$ cat src/rtl/user_id_pkg.sv
`default_nettype none
// +--------------------------------------------------------------------------+
// | user_id_pkg: shared states, defaults and frame length for user_id_reader |
// | Build option USER_ID_PARITY_EN appends an even-parity bit to each frame.  |
// | Rev 1.0                                                                  |
// +--------------------------------------------------------------------------+
package user_id_pkg;

    localparam int USER_ID_WIDTH_DEFAULT = 32;

    typedef enum logic [0:0] {
        H_IDLE = 1'b0,
        H_ACK  = 1'b1
    } hs_state_t;

    typedef enum logic [0:0] {
        S_IDLE  = 1'b0,
        S_SHIFT = 1'b1
    } sh_state_t;

    function automatic int frame_bits(input int id_width);
`ifdef USER_ID_PARITY_EN
        return id_width + 1;
`else
        return id_width;
`endif
    endfunction

endpackage
`default_nettype wire

$ cat src/rtl/user_id_shifter.sv
`default_nettype none
// +--------------------------------------------------------------------------+
// | user_id_shifter: MSB-first strobed serialiser of the snapshot word       |
// | Build option USER_ID_PARITY_EN appends an even-parity bit after the LSB.  |
// | Rev 1.0                                                                  |
// +--------------------------------------------------------------------------+
module user_id_shifter
    import user_id_pkg::*;
#(
    parameter int ID_WIDTH = USER_ID_WIDTH_DEFAULT,
    parameter int CLK_DIV  = 4
) (
    input  logic                clk,
    input  logic                rst_n,
    input  logic [ID_WIDTH-1:0] id_q,
    input  logic                tx_start,
    output logic                tx_busy,
    output logic                tx_data,
    output logic                tx_strobe,
    output logic                tx_last
);

    localparam int c_frame_bits = frame_bits(ID_WIDTH);
    localparam int c_bit_w      = $clog2(c_frame_bits + 1);
    localparam int c_div_w      = $clog2(CLK_DIV + 1);
    localparam logic [c_bit_w-1:0] c_last_bit = c_bit_w'(c_frame_bits - 1);
    localparam logic [c_div_w-1:0] c_div_max  = c_div_w'(CLK_DIV - 1);

    sh_state_t                 r_state;
    sh_state_t                 w_state_next;
    logic [c_frame_bits-1:0]   r_shreg;
    logic [c_frame_bits-1:0]   w_load_word;
    logic [c_bit_w-1:0]        r_bit_cnt;
    logic [c_div_w-1:0]        r_div_cnt;
    logic                      r_busy;
    logic                      r_strobe;
    logic                      r_last;
    logic                      w_load;
    logic                      w_bit_end;
    logic                      w_frame_end;

`ifdef USER_ID_PARITY_EN
    assign w_load_word = {id_q, ^id_q};
`else
    assign w_load_word = id_q;
`endif

    always_comb begin
        w_state_next = r_state;
        w_load       = 1'b0;
        w_bit_end    = 1'b0;
        w_frame_end  = 1'b0;
        case (r_state)
            S_IDLE: begin
                if (tx_start) begin
                    w_load       = 1'b1;
                    w_state_next = S_SHIFT;
                end
            end
            S_SHIFT: begin
                if (r_div_cnt == c_div_max) begin
                    w_bit_end = 1'b1;
                    if (r_bit_cnt == c_last_bit) begin
                        w_frame_end  = 1'b1;
                        w_state_next = S_IDLE;
                    end
                end
            end
            default: w_state_next = S_IDLE;
        endcase
    end

    always_ff @(posedge clk or negedge rst_n) begin
        if (!rst_n) begin
            r_state <= S_IDLE;
        end else begin
            r_state <= w_state_next;
        end
    end

    // Shift register is cleared at frame end so tx_data idles low.
    always_ff @(posedge clk or negedge rst_n) begin
        if (!rst_n) begin
            r_shreg   <= '0;
            r_bit_cnt <= '0;
            r_div_cnt <= '0;
            r_busy    <= 1'b0;
            r_strobe  <= 1'b0;
            r_last    <= 1'b0;
        end else if (w_load) begin
            r_shreg   <= w_load_word;
            r_bit_cnt <= '0;
            r_div_cnt <= '0;
            r_busy    <= 1'b1;
            r_strobe  <= 1'b1;
            r_last    <= (c_last_bit == '0);
        end else if (w_frame_end) begin
            r_shreg   <= '0;
            r_bit_cnt <= '0;
            r_div_cnt <= '0;
            r_busy    <= 1'b0;
            r_strobe  <= 1'b0;
            r_last    <= 1'b0;
        end else if (w_bit_end) begin
            r_shreg   <= r_shreg << 1;
            r_bit_cnt <= r_bit_cnt + 1'b1;
            r_div_cnt <= '0;
            r_strobe  <= 1'b1;
            r_last    <= ((r_bit_cnt + 1'b1) == c_last_bit);
        end else if (r_state == S_SHIFT) begin
            r_div_cnt <= r_div_cnt + 1'b1;
            r_strobe  <= 1'b0;
        end
    end

    assign tx_busy   = r_busy;
    assign tx_data   = r_shreg[c_frame_bits-1];
    assign tx_strobe = r_strobe;
    assign tx_last   = r_last;

endmodule
`default_nettype wire

$ cat src/rtl/user_id_reader.sv
`default_nettype none
// +--------------------------------------------------------------------------+
// | user_id_reader: req/ack snapshot of mask_rev, byte read and serial out   |
// | Build option USER_ID_PARITY_EN adds id_parity and a parity frame bit.     |
// | Rev 1.0                                                                  |
// +--------------------------------------------------------------------------+
module user_id_reader
    import user_id_pkg::*;
#(
    parameter int ID_WIDTH = USER_ID_WIDTH_DEFAULT,
    parameter int CLK_DIV  = 4
) (
    input  logic                          wb_clk_i,
    input  logic                          wb_rstn_i,
    input  logic [ID_WIDTH-1:0]           mask_rev,
    input  logic                          rd_req,
    output logic                          rd_ack,
    output logic [ID_WIDTH-1:0]           id_value,
    input  logic [$clog2(ID_WIDTH/8)-1:0] byte_sel,
    output logic [7:0]                    id_byte,
`ifdef USER_ID_PARITY_EN
    output logic                          id_parity,
`endif
    input  logic                          tx_start,
    output logic                          tx_busy,
    output logic                          tx_data,
    output logic                          tx_strobe,
    output logic                          tx_last
);

    localparam int c_bytes = ID_WIDTH / 8;
    localparam int c_sel_w = $clog2(c_bytes);

    hs_state_t             r_hs_state;
    hs_state_t             w_hs_next;
    logic                  w_capture;
    logic [ID_WIDTH-1:0]   id_q;

    always_comb begin
        w_hs_next = r_hs_state;
        w_capture = 1'b0;
        case (r_hs_state)
            H_IDLE: begin
                if (rd_req) begin
                    w_hs_next = H_ACK;
                    w_capture = 1'b1;
                end
            end
            H_ACK: begin
                if (!rd_req) begin
                    w_hs_next = H_IDLE;
                end
            end
            default: w_hs_next = H_IDLE;
        endcase
    end

    always_ff @(posedge wb_clk_i or negedge wb_rstn_i) begin
        if (!wb_rstn_i) begin
            r_hs_state <= H_IDLE;
            id_q       <= '0;
        end else begin
            r_hs_state <= w_hs_next;
            if (w_capture) begin
                id_q <= mask_rev;
            end
        end
    end

    assign rd_ack   = (r_hs_state == H_ACK);
    assign id_value = id_q;

    // Explicit mux keeps out-of-range selects at zero for non-power-of-two widths.
    always_comb begin
        id_byte = 8'h00;
        for (int b = 0; b < c_bytes; b++) begin
            if (byte_sel == c_sel_w'(b)) begin
                id_byte = id_q[8*b +: 8];
            end
        end
    end

`ifdef USER_ID_PARITY_EN
    assign id_parity = ^id_q;
`endif

    user_id_shifter #(
        .ID_WIDTH (ID_WIDTH),
        .CLK_DIV  (CLK_DIV)
    ) u_shifter (
        .clk       (wb_clk_i),
        .rst_n     (wb_rstn_i),
        .id_q      (id_q),
        .tx_start  (tx_start),
        .tx_busy   (tx_busy),
        .tx_data   (tx_data),
        .tx_strobe (tx_strobe),
        .tx_last   (tx_last)
    );

endmodule
`default_nettype wire

$ cat config.mk
export PLATFORM = sky130hd
export DESIGN_NAME = user_id_reader
export DESIGN_NICKNAME = d
export VERILOG_FILES = /design/src/rtl/user_id_pkg.sv /design/src/rtl/user_id_shifter.sv /design/src/rtl/user_id_reader.sv
export SDC_FILE = /design/constraint.sdc
export NUM_CORES = 1
export LEC_CHECK = 0
export BUFFER_PORTS_ARGS = -buffer_cell sky130_fd_sc_hd__buf_2
export CORE_MARGIN = 3
export CORE_UTILIZATION = 30
export CTS_CLUSTER_SIZE = 12
export DETAILED_ROUTE_END_ITERATION = 16
export GPL_TIMING_DRIVEN = 0
export PLACE_DENSITY_LB_ADDON = 0.2
export REMOVE_ABC_BUFFERS = 1
export SLEW_MARGIN = 10
export SYNTH_ARGS = -nofsm -noshare
export SYNTH_HDL_FRONTEND = slang
export SYNTH_SLANG_ARGS = --single-unit
$ cat constraint.sdc
create_clock -name wb_clk_i -period 4.4 [get_ports wb_clk_i]
set_input_delay 0.22 -clock wb_clk_i [delete_from_list [all_inputs] [get_ports wb_clk_i]]
set_output_delay 0.22 -clock wb_clk_i [all_outputs]
set_load 0.05 [all_outputs]
==> impl_metrics.py, run 1 <==
metrics = {
    "run_status": {
        "outcome": "finished clean",
    },
    "critical_path": {
        "critPathMaxStageDelay_ps": 790,
        "required_ps": 4660,
        "cp_max_fo": 32,
        "worstPathArrival_ps": 2300,
        "r2r_slack_ps": 2360,
        "crit_chain": "nand3b_2, a21oi_4, a221o_1",
        "rr_worst_depth": 3,
        "worstSetupEndpoint": "u_shifter.r_shreg[10]",
        "crit_path_end_kind": "register",
        "crit_cells": 3,
        "rr_endpoint": "u_shifter.r_shreg[10]",
        "path_class": "reg2reg",
        "r2r-start": "u_shifter.r_state",
        "cp_top_family": "compound AO/OA/AOI/OAI gates",
        "slowest_stage": "a21oi_4",
        "critPathLaunch": "u_shifter.r_state",
        "start_kind": "register",
        "path_buf_inv": 0,
    },
    "final_layout": {
        "multi_input_area_sq_mm": 0.00146,
        "num_antenna_cells": 0,
        "postLayoutCellArea_sq_mm": 0.00437,
        "regArea_sq_mm": 0.00195,
        "final_layout_size_suffix_gt1_share_pct": 50.0,
        "area_growth_pct": 23.0,
        "fillers": 1145,
        "nets": 372,
    },
    "timing": {
        "period_share_pct": 46.4,
        "fin_crit_ps": 2040,
        "drv_slew": 0,
        "final-hold-violation-count": 0,
        "fmax_mhz": 489,
        "fin_setup_tns_ps": 0,
        "setup_violations": 0,
        "grt_setup_unrepaired": "false",
        "worst_pin_slew_ps": 893,
        "fin_skew_ps": 7.02,
        "slew_headroom_pct": 40.3,
    },
    "power": {
        "power.density_mw_per_mm2": 587,
        "vdd_ir_drop_max_uv": 264,
        "leakage_uw": 0.00206,
    },
    "detailed_routing": {
        "vias": 2382,
        "drt_iter0_drc": 134,
        "vias_per_cell": 4.97,
        "drc": 0,
        "dr.pass1.iters": 6,
        "wl_mm": 7.87,
        "antenna_left": 0,
        "wire_per_inst_um": 16.4,
    },
    "global_route": {
        "grt_overflow": 0,
        "grt_max_degree": 56,
        "grt_pass1_wl_mm": 12.7,
        "grt_pass1_vias": 2386,
        "antenna_found_initial": 0,
        "grt_usage_pct": 12.3,
    },
    "synthesis": {
        "ys_warn_count": 0,
        "seq_area_frac_synth_pct": 54.9,
        "synth.area.top_cells": "dfrtp_1 (55%), mux2_2 (9.8%), a221o_1 (8.7%)",
        "synth_cell_types": 41,
        "syn_avg_cell_area_sq_um": 14.0,
        "synth_area_sq_mm": 0.00355,
        "synth_top_area_cell": "dfrtp_1",
        "synth.ff_latch_count": 78,
        "synth_top_flop_cell": "dfrtp_1",
        "synthArstFlopShare_pct": 100,
        "synth_top_area_share_pct": 54.9,
        "synth_cells": 253,
        "synth_edf_count": 0,
    },
    "die": {
        "io_pins": 83,
        "initial_core_util_pct": 30.8,
        "die_h_um": 115,
        "rows": 39,
        "die_area_sq_mm": 0.0132,
        "core_region_area_sq_mm": 0.0115,
        "die_x_um": 115,
    },
    "clock_network": {
        "worstSkewPairLatency_ps": 320,
        "htreeDepth": 3,
        "postCtsSetupBuffers": 0,
        "cts_buffer_depth": 2,
        "cts_inserted_buffers": 9,
        "clockRootBuffer": "clkbuf_16",
        "cts_tree": "yes",
        "clock-sinks": 78,
        "cts.clk_slew.worst_paths_ps": 60,
        "cts_resized": 0,
    },
    "place": {
        "portBuffers": 82,
        "hpwl_mm": 5.23,
        "dpl_cell_area_sq_mm": 0.00406,
        "gp_congestion": 0.758,
    },
    "hold_path": {
        "hp-start": "rd_req",
        "hold_path_class": "in2reg",
    },
    "flow_run": {
        "cap_violations": 0,
    },
}
[worst reg2reg max path, cell delays in order (launching register included)]
cell and delay, ps:
dfrtp_1 540, nand3b_2 350, a21oi_4 790, a221o_1 290
[worst min path at each step]
stage | depth (start not counted) | to | slack, ps
2_1_floorplan | 0 | id_value[0] | -80
3_3_place_gp | 1 | rd_ack | 340
3_5_place_dp | 1 | id_value[6] | 150
4_1_cts | 1 | rd_ack | 4
5_1_grt | 1 | rd_ack | 10
6_report | 1 | rd_ack | 20
[cell usage in the layout (no fill, tap or decap), types with 3 or more instances in the layout]
cell type / Yosys / layout
clkbuf_16: 0 / 9
and2_2: 20 / 20
dfrtp_1: 78 / 78
nand2_1: 5 / 5
ha_1: 3 / 3
mux4_2: 8 / 8
a221o_1: 31 / 31
o21ai_0: 5 / 5
mux2_2: 31 / 31
and2_1: 11 / 11
nand3_1: 7 / 7
buf_2: 6 / 81
nor2_1: 4 / 4
clkinv_2: 0 / 3
[registers in the layout, indices dropped and copies added, names as in the netlist]
name and cells:
id_value 32, u_shifter.r_shreg 32, u_shifter.tx_strobe 1, u_shifter.tx_busy 1, u_shifter.r_state 1, u_shifter.r_div_cnt 3, u_shifter.tx_last 1, rd_ack 1
u_shifter.r_bit_cnt 6
[metal layers]
layer  share of wire, %  track usage [%]  routed length, um
met1                 50             17.8               3900
met2                 45             18.7               3550
met3                4.2             2.32                332
met4                1.2             4.46                 92
met5                  0                0                  0
[layout make-up]
type / instances / area share (%)
Sequential cell: 78 / 44.7
Multi-Input combinational cell: 155 / 33.4
Timing Repair Buffer: 85 / 10.8
Clock buffer: 10 / 5.47
Tap cell: 143 / 4.09
Clock inverter: 6 / 1.40
Inverter: 2 / 0.172
[report_power, final]
part	total, uW	leakage (uW)	switching, uW	internal [uW]
Sequential	1020	0.000985	141	881
Combinational	806	0.000924	529	277
Clock	738	0.000148	285	452
[through the flow]
| stage | power [uW] | cells | util (%) | hold slack (ps) | worst slack, ps |
|---|---|---|---|---|---|
| 2_1_floorplan | 1600 | 235 | - | -75.6 | 1790 |
| 5_1_grt | 2720 | 479 | 38.0 | 9.73 | 2150 |
| 4_1_cts | 2600 | 479 | 38.0 | 3.83 | 2350 |
| 6_report | 2570 | 479 | 38.0 | 19.4 | 2360 |
| 3_3_place_gp | 1830 | 460 | 34.8 | 337 | 1260 |
| 3_5_place_dp | 1850 | 462 | 35.3 | 153 | 2370 |
[synthesized netlist by cell type, drive strengths merged, types with 3 or more instances]
cell    number
dfrtp       78
mux2        33
a221o       32
and2        31
buf         15
mux4         8
nand3        7
nand2        5
nor2         5
o21ai        5
and3         3
clkbuf       3
ha           3
[what timing repair did]
action | in CTS | in global routing
setup endpoints to repair | 0 | 0
hold buffers | 1 | 0
hold endpoints to repair | 23 | 0
[cells by family after synthesis]
group                    share of synthesized area (%)
AO/OA/AOI/OAI                                     11.7
XOR/XNOR                                         0.493
adder cells (fa/ha/maj)                           1.06
buffers and inverters                             4.12
flip-flops                                        54.9
multiplexers                                      16.1
AND/OR/NAND/NOR                                   11.6
(Power assumes the default switching activity.)
==> inputs of run 2 (changes only) <==
- clock period: 4.4 -> 1.9 ns (I/O delays scaled with it)
==> run 2 against run 1 <==
Effect of this change:
- fmax increased by 16%
- design area rose by 9.2%
- clock power rose by 130%
- clock skew increased by 0.59 ps
- sequential power increased by 130%
- non-clock buffer count rose by 36
- wire length rose by 9.5%
- critical path type unchanged
- largest power group unchanged
- highest routed layer unchanged
==> impl_metrics.py, run 2 (synthesis gave the netlist of run 1 again) <==
metrics = {
    "global_route": {
        "grt_pass1_vias": 2593,
        "grt_max_degree": 56,
        "grt_pass1_wl_mm": 14.0,
        "grt_use_met3_pct": 2.32,
        "grt_overflow": 0,
        "groute.layer.met2.usage_pct": 21.5,
        "antenna_found_initial": 0,
        "met1_usage_pct": 19.1,
        "grt_usage_pct": 13.6,
        "busiest_layer": "met2",
    },
    "place": {
        "gp_congestion": 0.758,
        "place_ws_ps": -135,
        "dpl_cell_area_sq_mm": 0.00406,
        "portBuffers": 82,
        "hpwl_mm": 5.23,
    },
    "hold_path": {
        "whs_path_depth": 3,
        "hold_path_class": "in2reg",
    },
    "die": {
        "core_region_area_sq_mm": 0.0115,
        "io_pins": 83,
        "die_x_um": 115,
        "initial_core_util_pct": 30.8,
        "die_h_um": 115,
        "rows": 39,
        "die_area_sq_mm": 0.0132,
    },
    "critical_path": {
        "cp_top_family": "simple AND/OR/NAND/NOR gates",
        "slowest_stage": "dfrtp_1",
        "worstPathArrival_ps": 1970,
        "crit_cells": 3,
        "critPathMaxStageDelay_ps": 540,
        "start_kind": "register",
        "path_buf_inv": 0,
        "path_class": "reg2reg",
        "cp_max_fo": 19,
        "rr_worst_depth": 3,
        "crit_path_end_kind": "register",
        "required_ps": 2110,
        "crit_chain": "nor2b_4, nor2_4, a221o_1",
    },
    "timing": {
        "fin_ws_ps": 138,
        "fmax_mhz": 568,
        "final-hold-violation-count": 0,
        "slew_headroom_pct": 55.0,
        "setup_violations": 0,
        "worst_pin_slew_ps": 673,
        "fin_crit_ps": 1760,
        "fin_skew_ps": 7.61,
        "period_share_pct": 92.7,
        "grt_setup_unrepaired": "false",
        "worst_hold_slack_ps": 132,
        "drv_slew": 0,
    },
    "detailed_routing": {
        "vias": 2560,
        "antenna_left": 0,
        "wire_per_inst_um": 16.6,
        "dr.pass1.iters": 4,
        "drt_iter0_drc": 89,
        "drc": 0,
        "wl_mm": 8.62,
        "vias_per_cell": 4.94,
    },
    "final_layout": {
        "postLayoutCellArea_sq_mm": 0.00477,
        "post-route-util_pct": 41.4,
        "mostFrequentLayoutCell": "buf_2",
        "nets": 411,
        "num_antenna_cells": 0,
        "mostFrequentLayoutCells": "buf_2 (81), dfrtp_1 (78), dlygate4sd3_1 (34)",
        "final_layout_size_suffix_gt1_share_pct": 46.7,
        "regArea_sq_mm": 0.00195,
        "fillers": 1111,
        "area_growth_pct": 34.4,
        "multi_input_area_sq_mm": 0.00150,
    },
    "power": {
        "power.density_mw_per_mm2": 1290,
        "vdd_ir_drop_max_uv": 616,
        "leakage_uw": 0.00222,
    },
    "clock_network": {
        "cts_inserted_buffers": 9,
        "clockRootBuffer": "clkbuf_16",
        "cts.clk_slew.worst_paths_ps": 60,
        "htreeDepth": 3,
        "cts_buffer_depth": 2,
        "worstSkewPairLatency_ps": 330,
        "cts_tree": "yes",
        "clock-sinks": 78,
    },
    "flow_run": {
        "cap_violations": 0,
    },
    "run_status": {
        "outcome": "finished clean",
    },
}
run 2: metrics by stage:
stage / TNS [ps] / instances / power, uW
6_report: 0 / 518 / 6180
5_1_grt: 0 / 518 / 6550
4_1_cts: 0 / 518 / 6250
3_5_place_dp: -3870 / 462 / 4280
3_3_place_gp: -42250 / 460 / 4240
2_1_floorplan: -22720 / 235 / 3710
run 2: power by group:
part / switching [uW] / internal [uW]
registers: 328 / 2040
clock network: 670 / 1050
logic: 1310 / 777
run 2: timing repair:
item	CTS	global route
setup buffers	3	0
resized for setup	1	2
gates cloned	3	0
endpoints found under the setup margin	32	19
hold buffers	34	0
pin swaps	1	0
hold endpoints to repair	56	0
run 2: cell type report:
type	count	area share [%]
timing repair buffer	121	17.5
multi-input combinational	158	31.4
inverter	2	0.157
clock inverter	6	1.28
tap	143	3.75
sequential	78	40.9
clock buffer	10	5.01
run 2: worst reg2reg max path, delay by kind of cell, from the launching register on:
family / cells / cell delay, ps
simple gates: 2 / 720
flops: 1 / 540
compound gates: 1 / 390
run 2: routing by layer:
layer,wire length (um),up-vias
met4,118,0
li1,-,1201
met1,4140,1280
met2,4010,71
met5,0,-
met3,353,8
run 2: final timing paths:
check / from / endpoint / slack (ps)
min in group asynchronous: wb_rstn_i / id_value[6] / 210
max: u_shifter.r_state / u_shifter.r_bit_cnt[5] / 140
max reg2reg: u_shifter.r_state / u_shifter.r_bit_cnt[5] / 140
max in group asynchronous: wb_rstn_i / id_value[27] / 1110
min reg2reg: u_shifter.tx_last / u_shifter.tx_last / 500
min: tx_start / u_shifter.tx_strobe / 130
==> inputs of run 3 (changes only) <==
--- a/config.mk
+++ b/config.mk
@@ -8,2 +8,4 @@
 export BUFFER_PORTS_ARGS = -buffer_cell sky130_fd_sc_hd__buf_2
+export CELL_PAD_IN_SITES_DETAIL_PLACEMENT = 0
+export CELL_PAD_IN_SITES_GLOBAL_PLACEMENT = 2
 export CORE_MARGIN = 3
==> constraint.sdc (replaced) <==
create_clock -name wb_clk_i -period 1.9 [get_ports wb_clk_i]
set_input_delay 0.19 -clock wb_clk_i [delete_from_list [all_inputs] [get_ports wb_clk_i]]
set_output_delay 0.19 -clock wb_clk_i [all_outputs]
set_load 0.05 [all_outputs]
==> run 3 against run 2 <==
Effect of this change:
- design area down 5.3%
- register-to-register slack gained 40 ps
- fmax grew 2.3%
- non-clock buffer count shrank 28
- worst setup slack gained 39 ps
- critical endpoint is now u_shifter.r_shreg[1]
==> impl_metrics.py, run 3 (synthesis gave the netlist of run 1 again) <==
metrics = {
    "critical_path": {
        "cp_max_fo": 16,
        "r2r_slack_ps": 180,
        "required_ps": 2120,
        "worstPathArrival_ps": 1940,
        "rr_worst_depth": 5,
        "critPathLaunch": "u_shifter.r_bit_cnt[0]",
        "crit_path_end_kind": "register",
        "worstSetupEndpoint": "u_shifter.r_shreg[1]",
        "r2r-start": "u_shifter.r_bit_cnt[0]",
        "path_class": "reg2reg",
        "rr_endpoint": "u_shifter.r_shreg[1]",
        "start_kind": "register",
    },
    "timing": {
        "fmax_mhz": 580,
        "slew_headroom_pct": 58.2,
        "fin_setup_tns_ps": 0,
        "final-hold-violation-count": 0,
        "grt_setup_unrepaired": "false",
        "fin_crit_ps": 1720,
        "worst_pin_slew_ps": 623,
        "setup_violations": 0,
        "period_share_pct": 90.7,
        "worst_hold_slack_ps": 71.5,
        "drv_slew": 0,
        "fin_skew_ps": 5.58,
    },
    "clock_network": {
        "htreeDepth": 3,
        "clock-sinks": 78,
        "cts_buffer_depth": 2,
        "cts_inserted_buffers": 9,
        "clockRootBuffer": "clkbuf_16",
        "cts.clk_slew.worst_paths_ps": 60,
        "worstSkewPairLatency_ps": 340,
        "cts_tree": "yes",
    },
    "global_route": {
        "antenna_found_initial": 0,
        "grt_pass1_vias": 2504,
        "grt_overflow": 0,
        "grt_pass1_wl_mm": 14.1,
        "grt_usage_pct": 14.1,
        "grt_max_degree": 60,
    },
    "final_layout": {
        "num_antenna_cells": 0,
        "area_growth_pct": 27.3,
        "fillers": 1141,
        "nets": 383,
        "mostFrequentLayoutCell": "buf_2",
        "mostFrequentLayoutCells": "buf_2 (81), dfrtp_1 (78), mux2_2 (31), a221o_1 (31), and2_2 (20)",
        "final_layout_size_suffix_gt1_share_pct": 51.6,
    },
    "place": {
        "hpwl_mm": 5.57,
        "gp_congestion": 0.746,
        "portBuffers": 82,
    },
    "die": {
        "io_pins": 83,
        "rows": 39,
        "core_region_area_sq_mm": 0.0115,
        "die_h_um": 115,
        "die_x_um": 115,
        "die_area_sq_mm": 0.0132,
        "initial_core_util_pct": 30.8,
    },
    "power": {
        "leakage_uw": 0.00212,
        "power.density_mw_per_mm2": 1400,
        "vdd_ir_drop_max_uv": 444,
    },
    "run_status": {
        "outcome": "finished clean",
    },
    "detailed_routing": {
        "vias": 2436,
        "drt_iter0_drc": 120,
        "vias_per_cell": 4.97,
        "wl_mm": 8.92,
        "antenna_left": 0,
        "wire_per_inst_um": 18.2,
        "drc": 0,
        "dr.pass1.iters": 4,
    },
    "hold_path": {
        "hold_path_class": "in2reg",
    },
    "flow_run": {
        "cap_violations": 0,
    },
}
run 3: changes by cell type in the layout (fill, tap and decap cells not counted), sizes merged:
cell	previous run	this run
buf	87	91
bufinv	1	2
clkinv	4	0
clkinvlp	1	2
dlygate4sd3	34	2
inv	2	4
run 3: repair_timing:
item | in CTS | in global routing
hold buffers | 2 | 0
resized for setup | 2 | 1
endpoints found under the hold margin | 20 | 0
setup buffers | 4 | 3
setup endpoints to repair | 32 | 2
pin swaps | 1 | 0
gates cloned | 3 | 0
run 3: critical path: stages (launching register included):
cell	delay, ps
dfrtp_1	430
ha_1	280
and3_4	280
a21oi_4	70
buf_12	170
a221o_2	370
run 3: worst min-delay path by stage:
stage,start,to,slack [ps],cells past startpoint
6_report,mask_rev[19],id_value[19],70,2
5_1_grt,mask_rev[31],id_value[31],70,2
4_1_cts,mask_rev[19],id_value[19],60,2
3_5_place_dp,wb_rstn_i,id_value[6],100,1
3_3_place_gp,rd_req,rd_ack,310,1
2_1_floorplan,wb_rstn_i,id_value[0],-110,0
run 3: area by class of cell:
cell class	instances	area, sq um	area share (%)
Clock buffer	10	239	5.28
Clock inverter	6	92.6	2.05
Inverter	2	7.51	0.166
Multi-Input combinational cell	158	1500	33.1
Sequential cell	78	1950	43.2
Tap cell	143	179	3.96
Timing Repair Buffer	93	553	12.2
run 3: layer usage:
metal	up-vias	share of wire (%)	track usage, %
li1	1139	-	-
met1	1226	47	19.5
met2	59	46	21.2
met3	12	5.0	3.00
met4	0	2.2	6.81
met5	-	0	0
run 3: metrics by stage:
step	util [%]	setup slack, ps	cells	cell area [sq um]	power, uW
2_1_floorplan	-	-713	235	3410	3710
4_1_cts	39.1	30.6	487	4500	6430
5_1_grt	39.3	74.8	490	4520	6690
6_report	39.3	177	490	4520	6340
3_3_place_gp	34.8	-1410	460	4000	4270
3_5_place_dp	35.3	-172	462	4070	4300
run 3: report_power, final:
part,total (uW),internal (uW),leakage [uW],switching (uW)
Sequential,2370,2040,0.000985,331
Clock,1900,1200,0.000156,705
Combinational,2070,752,0.000982,1320
Total,6340,3990,0.00212,2360
